$ cat src/rtl/gb_instr_issuer.sv
// Instruction issuer: buffers opcode bytes while idle, then replays them to the
// processor with an optional idle gap, capturing the probe after each issue.
module gb_instr_issuer #(
    parameter int DEPTH = 16,
    parameter int GAP   = 0
) (
    input  logic                     clock,
    input  logic                     reset,
    input  logic                     load_valid,
    input  logic [7:0]               load_data,
    output logic                     load_ready,
    input  logic                     start,
    output logic                     valid,
    output logic [7:0]               instruction,
    input  logic [7:0]               probe,
    output logic                     result_valid,
    output logic [7:0]               result_probe,
    output logic [$clog2(DEPTH):0]   issued_cnt,
    output logic                     busy,
    output logic                     done
);

    localparam int AW = $clog2(DEPTH);
    localparam int CW = AW + 1;
    localparam logic [CW-1:0] DEPTH_C    = CW'(DEPTH);
    localparam logic [3:0]    GAP_RELOAD = (GAP > 0) ? 4'(GAP - 1) : 4'd0;

    typedef enum logic [1:0] {
        ST_IDLE,
        ST_ISSUE,
        ST_GAP,
        ST_DRAIN
    } state_t;

    state_t          state_q, state_d;
    logic [AW-1:0]   wr_ptr_q, wr_ptr_d;
    logic [AW-1:0]   rd_ptr_q, rd_ptr_d;
    logic [CW-1:0]   count_q, count_d;
    logic [CW-1:0]   issued_cnt_q, issued_cnt_d;
    logic [3:0]      gap_cnt_q, gap_cnt_d;
    logic            result_valid_q, result_valid_d;
    logic [7:0]      result_probe_q, result_probe_d;

    logic            mem_we;
    logic            load_beat;
    logic            can_load;
    logic [7:0]      mem [DEPTH];

    always_ff @(posedge clock or posedge reset) begin
        if (reset) begin
            state_q        <= ST_IDLE;
            wr_ptr_q       <= '0;
            rd_ptr_q       <= '0;
            count_q        <= '0;
            issued_cnt_q   <= '0;
            gap_cnt_q      <= '0;
            result_valid_q <= 1'b0;
            result_probe_q <= '0;
        end else begin
            state_q        <= state_d;
            wr_ptr_q       <= wr_ptr_d;
            rd_ptr_q       <= rd_ptr_d;
            count_q        <= count_d;
            issued_cnt_q   <= issued_cnt_d;
            gap_cnt_q      <= gap_cnt_d;
            result_valid_q <= result_valid_d;
            result_probe_q <= result_probe_d;
        end
    end

    // Storage is deliberately unreset; count and pointers define what is valid.
    always_ff @(posedge clock) begin
        if (mem_we) begin
            mem[wr_ptr_q] <= load_data;
        end
    end

    always_comb begin
        state_d        = state_q;
        wr_ptr_d       = wr_ptr_q;
        rd_ptr_d       = rd_ptr_q;
        count_d        = count_q;
        issued_cnt_d   = issued_cnt_q;
        gap_cnt_d      = gap_cnt_q;
        result_valid_d = 1'b0;
        result_probe_d = result_probe_q;
        mem_we         = 1'b0;
        load_beat      = 1'b0;
        can_load       = (state_q == ST_IDLE) && (count_q != DEPTH_C);

        case (state_q)
            ST_IDLE: begin
                if (load_valid && can_load) begin
                    load_beat = 1'b1;
                    mem_we    = 1'b1;
                    wr_ptr_d  = wr_ptr_q + AW'(1);
                    count_d   = count_q + CW'(1);
                end
                // A same-cycle load counts toward the run it starts.
                if (start && ((count_q != '0) || load_beat)) begin
                    state_d      = ST_ISSUE;
                    issued_cnt_d = '0;
                end
            end
            ST_ISSUE: begin
                rd_ptr_d       = rd_ptr_q + AW'(1);
                issued_cnt_d   = issued_cnt_q + CW'(1);
                count_d        = count_q - CW'(1);
                result_valid_d = 1'b1;
                result_probe_d = probe;
                if (count_q == CW'(1)) begin
                    state_d = ST_DRAIN;
                end else if (GAP > 0) begin
                    state_d   = ST_GAP;
                    gap_cnt_d = GAP_RELOAD;
                end else begin
                    state_d = ST_ISSUE;
                end
            end
            ST_GAP: begin
                if (gap_cnt_q == '0) begin
                    state_d = ST_ISSUE;
                end else begin
                    gap_cnt_d = gap_cnt_q - 4'd1;
                end
            end
            ST_DRAIN: begin
                state_d = ST_IDLE;
            end
            default: begin
                state_d = ST_IDLE;
            end
        endcase
    end

    assign load_ready   = can_load;
    assign valid        = (state_q == ST_ISSUE);
    assign instruction  = valid ? mem[rd_ptr_q] : 8'h00;
    assign busy         = (state_q == ST_ISSUE) || (state_q == ST_GAP);
    assign done         = (state_q == ST_DRAIN);
    assign result_valid = result_valid_q;
    assign result_probe = result_probe_q;
    assign issued_cnt   = issued_cnt_q;

endmodule

$ cat config.mk
export PLATFORM = sky130hd
export DESIGN_NAME = gb_instr_issuer
export DESIGN_NICKNAME = d
export VERILOG_FILES = /design/src/rtl/gb_instr_issuer.sv
export SDC_FILE = /design/constraint.sdc
export NUM_CORES = 1
export LEC_CHECK = 0
export BUFFER_PORTS_ARGS = -buffer_cell sky130_fd_sc_hd__buf_2
export CAP_MARGIN = 25
export CORE_ASPECT_RATIO = 0.8
export CORE_MARGIN = 2
export CORE_UTILIZATION = 29
export DETAILED_ROUTE_END_ITERATION = 10
export HOLD_SLACK_MARGIN = 0.02
export PLACE_DENSITY = 0.45
export SLEW_MARGIN = 20
export SYNTH_ARGS = -nofsm -noshare
export SYNTH_HDL_FRONTEND = slang
export SYNTH_SLANG_ARGS = --single-unit
$ cat constraint.sdc
create_clock -name clock -period 2.4 [get_ports clock]
set_clock_uncertainty 0.2 [all_clocks]
set_input_delay 0.48 -clock clock [delete_from_list [all_inputs] [get_ports clock]]
set_output_delay 0.48 -clock clock [all_outputs]
set_load 0.05 [all_outputs]
Yosys cells after proc, flatten, opt, wreduce, memory -nomap -nowiden
Memory sizes are Yosys's and may differ from the RTL's.
Index checks and enable logic that the tools add are counted.
{"block": "classes", "muxes": 15, "n_eq_ne": 8, "add_sub_neg": 6, "reduce_logical": 14, "bitwise_logic": 1}
{"op": "$pmux W5 S2", "n": 2}
{"op": "$add A5 B1 Y5 const B", "n": 2}
{"op": "$mux W5", "n": 2}
{"op": "$reduce_and A2 Y1", "n": 5}
{"op": "$add A4 B1 Y4 const B", "n": 2}
{"op": "$mux W8", "n": 1}
{"op": "$pmux W2 S4", "n": 1}
{"op": "$mux W1", "n": 6}
{"op": "$mux W2", "n": 3}
{"op": "$eq A5 B1 Y1 const B", "n": 1}
{"op": "$ne A5 B5 Y1 const B", "n": 1}
{"op": "$reduce_bool A5 Y1", "n": 1}
{"op": "$sub A5 B1 Y5 const B", "n": 1}
{"op": "$eq A2 B2 Y1 const B", "n": 2}
{"op": "$logic_not A4 Y1", "n": 1}
{"op": "$ne A2 B1 Y1 const B", "n": 2}
{"op": "$sub A4 B1 Y4 const B", "n": 1}
{"op": "$logic_and A1 B1 Y1", "n": 3}
{"op": "$eq A2 B1 Y1 const B", "n": 1}
{"op": "$logic_not A2 Y1", "n": 1}
{"op": "$logic_or A1 B1 Y1", "n": 2}
{"op": "$ne A2 B2 Y1 const B", "n": 1}
{"op": "$reduce_bool A2 Y1", "n": 1}
{"op": "$not A1 Y1", "n": 1}
{"block": "word_totals", "memories": 1, "output_inout_bits": 26, "ramBits": 128, "word_cells": 53, "in_bits": 20, "regBits": 33}
{"name": "mem", "depth": 16, "width": 8, "rd": 1, "rd_ports_with_merged_regs": 0, "write_ports": 1, "line_no": "47", "source": "logic [7:0] mem [DEPTH];"}

Depth between registers and ports, before layout
{"block": "logic_depth", "depth_word": 9, "mapped_depth": 8}

Worst setup path after synthesis
OpenSTA, ideal clock, no wires.
{"block": "synth_path", "kind": "reg-to-output", "from": "reg state_q[1]", "to": "out instruction[3]", "required_time_ns": 1.720, "path_buffers": 2, "t_arrival_ns": 2.887, "setup_slack_ns": -1.167, "stages_incl_launch_ff": 7, "path_cell_list": "dfrtp_1 -> inv_1 -> ha_1 -> buf_2 -> buf_2 -> nand2_1 -> o31ai_1"}
{"block": "synth_via", "elab_chain_len": 2}
{"item": "start, declared", "line_no": "35", "source": "state_t state_q, state_d;"}
{"item": "start signal, assigned", "line_no": "60", "source": "state_q <= state_d;"}
{"item": "$eq A2 B1 Y1", "line_no": "137", "source": "assign valid = (state_q == ST_ISSUE);"}
{"item": "via valid", "line_no": "13", "source": "output logic valid,"}
{"item": "$mux W8", "line_no": "138", "source": "assign instruction = valid ? mem[rd_ptr_q] : 8'h00;"}
{"item": "end, declared", "line_no": "14", "source": "output logic [7:0] instruction,"}
The timed path passes the listed nets, and every way through them passes these cells.

Worst setup path after layout
{"block": "layout_path", "from": "reg rd_ptr_q[0]", "to": "out instruction[5]"}
{"block": "layout_via", "elab_chain_len": 2}
{"item": "start, declared", "line_no": "37", "source": "logic [AW-1:0] rd_ptr_q, rd_ptr_d;"}
{"item": "start signal, assigned", "line_no": "62", "source": "rd_ptr_q <= rd_ptr_d;"}
{"item": "$mem_v2 Z16 W8"}
{"item": "$mux W8", "line_no": "138"}
Every way passes these cells.

==> impl_metrics.ini <==
[routing]
viasPerCell = 4.658
dr.pass1.iters = 4
wl_per_cell_um = 18.77
drt_wl_total_um = 15900
dr.first_iter.drc_count = 218
drtAntennaViolNets = 0
wl_met3_um = 645
dr_wl_met2_um = 7289
top_layer_used = met4
drc_errors = 0
vias = 3945
wl_met1_um = 7710

[finish]
antennaDiodeCount = 0
regArea_um2 = 4674
multiInputGateArea_um2 = 2205
n_fill_cell = 2194
area_growth_pct = 27.18
final_area_um2 = 8735
nNetsFinal = 557
drive_above_1_share = 0.3626
fin_cells = 847

[placement]
placed_area_um2 = 7726
gp_congestion = 0.7517
pre_cts_ws_ns = -0.2266
placedCellCount = 802
hpwl_um = 10620
port_buffers = 45

[cts]
cts_root_buf = clkbuf_16
cts_tree = yes
h-tree-depth = 4
path_clk_slew_ns = 0.07
cts-buffers-inserted = 17
clkLatencyLatePin_ns = 0.42
cts_sinks = 161
clk_path_buf_depth = 2

[critical_path]
worstPathMaxFanout = 7
cp-end-kind = output pin
critical_path_class = register to output pin
critical_path.startpoint = rd_ptr_q[0]
ff2ff_setup_slack_ns = 0.16
r2r-start = count_q[0]
crit_chain = buf_12, buf_4, mux4_2, nor2b_4, o31ai_4, buf_6
slowest_stage = dfrtp_4
reg2reg_to = mem[4][4]
cp-start-kind = register
endpoint = instruction[5]
required_ns = 1.72
cp.arrival_ns = 2.05
reg2regPathDepth = 7
cp_slowest_stage_delay_ns = 0.51

[grt]
first_global_vias = 4024
grt_max_degree = 30
grt-ovfl-total = 0
grt_first_pass_wirelength_um = 24200
grt_usage = 0.1317
antenna_found_initial = 0

[sta]
fmax_mhz = 366.3
setup_viol = 8
worst_slack_ns = -0.3304
relSlewSlack = 0.4885
rsz0062_at_grt = true
worst_slew_pin_slew_ns = 0.7664
holdWs_ns = 0.08900
min_period_ns = 2.730
hold_viol = 0
slew_violations = 0
post-route-period-util = 1.138

[floorplan]
design.die.area_um2 = 24940
io_pins = 46
rows = 50
die_y_um = 141.6
initial_core_util = 0.2943
core_area_um2 = 23330
die_w_um = 176.1

[power]
ir_worst_vdd_mv = 0.4838
p_leak_nw = 3.350
p_per_area_nw_per_um2 = 1251
p_total_mw = 10.93

[yosys]
synth-edff-count = 128
synth-seq-area-share = 0.6799
avgSynthCellArea_um2 = 16.08
synth_top_flop_cell = edfxtp_1
syn-instance-count = 427
synth_nets = 462
async_flop_share = 0.2050
ys_types = 54
synth_area_um2 = 6868
yosysWarnings = 0
synth-seq-cells = 161

[worst_hold_path]
hold_path.class = input port to register

[run_status]
run_status = complete, but fails checks
violations = setup timing

[flow_run]
cap_violations = 0
==> cell type report <==
class / count / area share
clock buffers: 17 / 0.04870
clock inverters: 15 / 0.01934
inverters: 11 / 0.004727
multi-input cells: 234 / 0.2524
flip-flops and latches: 161 / 0.5352
well taps: 312 / 0.04469
repair buffers: 97 / 0.09497
==> sequential cells by signal, indices dropped and copies added, names as in the netlist <==
| register | flops |
|---|---|
| state_q | 2 |
| wr_ptr_q | 4 |
| rd_ptr_q | 4 |
| result_probe | 8 |
| mem | 128 |
| count_q | 5 |
| gap_cnt_q | 4 |
| issued_cnt | 5 |
| result_valid | 1 |
==> metrics by stage <==
step                  util  setup TNS [ns]
floorplan                -         -0.9805
global placement    0.3311         -0.7818
detailed placement  0.3311         -0.8011
CTS                 0.3655          -2.487
global route        0.3743          -2.934
finish              0.3743          -2.279
==> worst min path at each step <==
stage                    startpoint               to  slack [ns]  cells after the start
CTS                        probe[6]  result_probe[6]        0.07                      2
detailed placement     gap_cnt_q[0]     gap_cnt_q[0]        0.29                      1
global route               probe[6]  result_probe[6]        0.07                      2
global placement    result_probe[6]  result_probe[6]        0.29                      1
finish                     probe[6]  result_probe[6]        0.09                      2
floorplan              gap_cnt_q[0]     gap_cnt_q[0]        0.27                      1
==> critical path, delay by kind of cell, from the launching register on <==
family	cells	cell delay [ns]
muxes	1	0.45
and+or+nand+nor	1	0.16
DFF	1	0.51
buffers and inverters	3	0.44
AOI/OAI and AO/OA	1	0.06
==> cell families (layout without fill, tap and decap cells) <==
| logic type | after synthesis | in the layout | synth area share |
|---|---|---|---|
| xor gates and xnor gates | 12 | 12 | 0.01530 |
| DFF | 161 | 161 | 0.6799 |
| muxes | 71 | 71 | 0.1166 |
| and+or+nand+nor | 84 | 84 | 0.07233 |
| AOI/OAI and AO/OA | 52 | 52 | 0.05812 |
| adders and majority gates | 15 | 15 | 0.02733 |
| buffers and inverters | 32 | 140 | 0.03042 |
==> synth_stat cells (all sizes together), types with 2 or more instances <==
library cell,instances,share of area
nand2b,5,0.0056
nand2,21,0.011
ha,15,0.027
nand3,14,0.011
o21ai,9,0.0071
mux2,9,0.015
xnor2,8,0.010
nor3,4,0.0029
clkbuf,2,0.0011
and2,3,0.0027
nor2,5,0.0027
inv,11,0.0060
xor2,4,0.0051
nor3b,5,0.0055
mux2i,56,0.082
a21bo,2,0.0029
nor2b,6,0.0055
mux4,6,0.020
and3,10,0.0098
a32oi,2,0.0036
a22oi,24,0.026
buf,19,0.023
dfrtp,33,0.12
a21oi,2,0.0015
edfxtp,128,0.56
and4,4,0.0051
nor4,2,0.0018
a22o,3,0.0038
o31ai,3,0.0040
==> layout by cell type (no fill, tap or decap), types with 4 or more instances in the layout <==
| cell type | instances |
|---|---|
| a22oi_1 | 19 |
| a22oi_2 | 5 |
| and3_1 | 9 |
| and4_1 | 4 |
| buf_12 | 5 |
| buf_2 | 35 |
| buf_4 | 36 |
| buf_6 | 15 |
| clkbuf_16 | 20 |
| dfrtp_1 | 31 |
| edfxtp_1 | 128 |
| ha_1 | 12 |
| inv_1 | 9 |
| inv_6 | 6 |
| mux2_2 | 9 |
| mux2i_1 | 52 |
| mux2i_2 | 4 |
| mux4_2 | 6 |
| nand2_1 | 20 |
| nand2b_4 | 4 |
| nand3_1 | 8 |
| nand3_2 | 5 |
| nor2_1 | 4 |
| nor3_1 | 4 |
| o21ai_2 | 6 |
| xnor2_1 | 8 |
| xor2_1 | 4 |
==> per-layer routing <==
metal | track usage | up-vias
met1 | 0.1813 | 2018
met3 | 0.03483 | 18
met2 | 0.2012 | 65
li1 | - | 1844
met4 | 0.04611 | 0
met5 | 0 | -
==> report_power, final <==
| part | internal (mW) | switching (mW) | total (mW) | leakage [nW] |
|---|---|---|---|---|
| logic | 2.06 | 2.67 | 4.73 | 1.52 |
| clock network | 1.56 | 1.15 | 2.71 | 0.284 |
| registers | 3.23 | 0.260 | 3.49 | 1.54 |
| total | 6.85 | 4.08 | 10.9 | 3.35 |
==> timing repair <==
action                     4_1_cts  5_1_grt
hold buffers                     1        0
cloned                           0        4
resized for setup               44       22
buffers inserted                 5        3
pin swaps                        6       17
setup endpoints to repair       18       18
hold endpoints to repair        17        0
No activity file was read; power rests on OpenSTA's default activity.
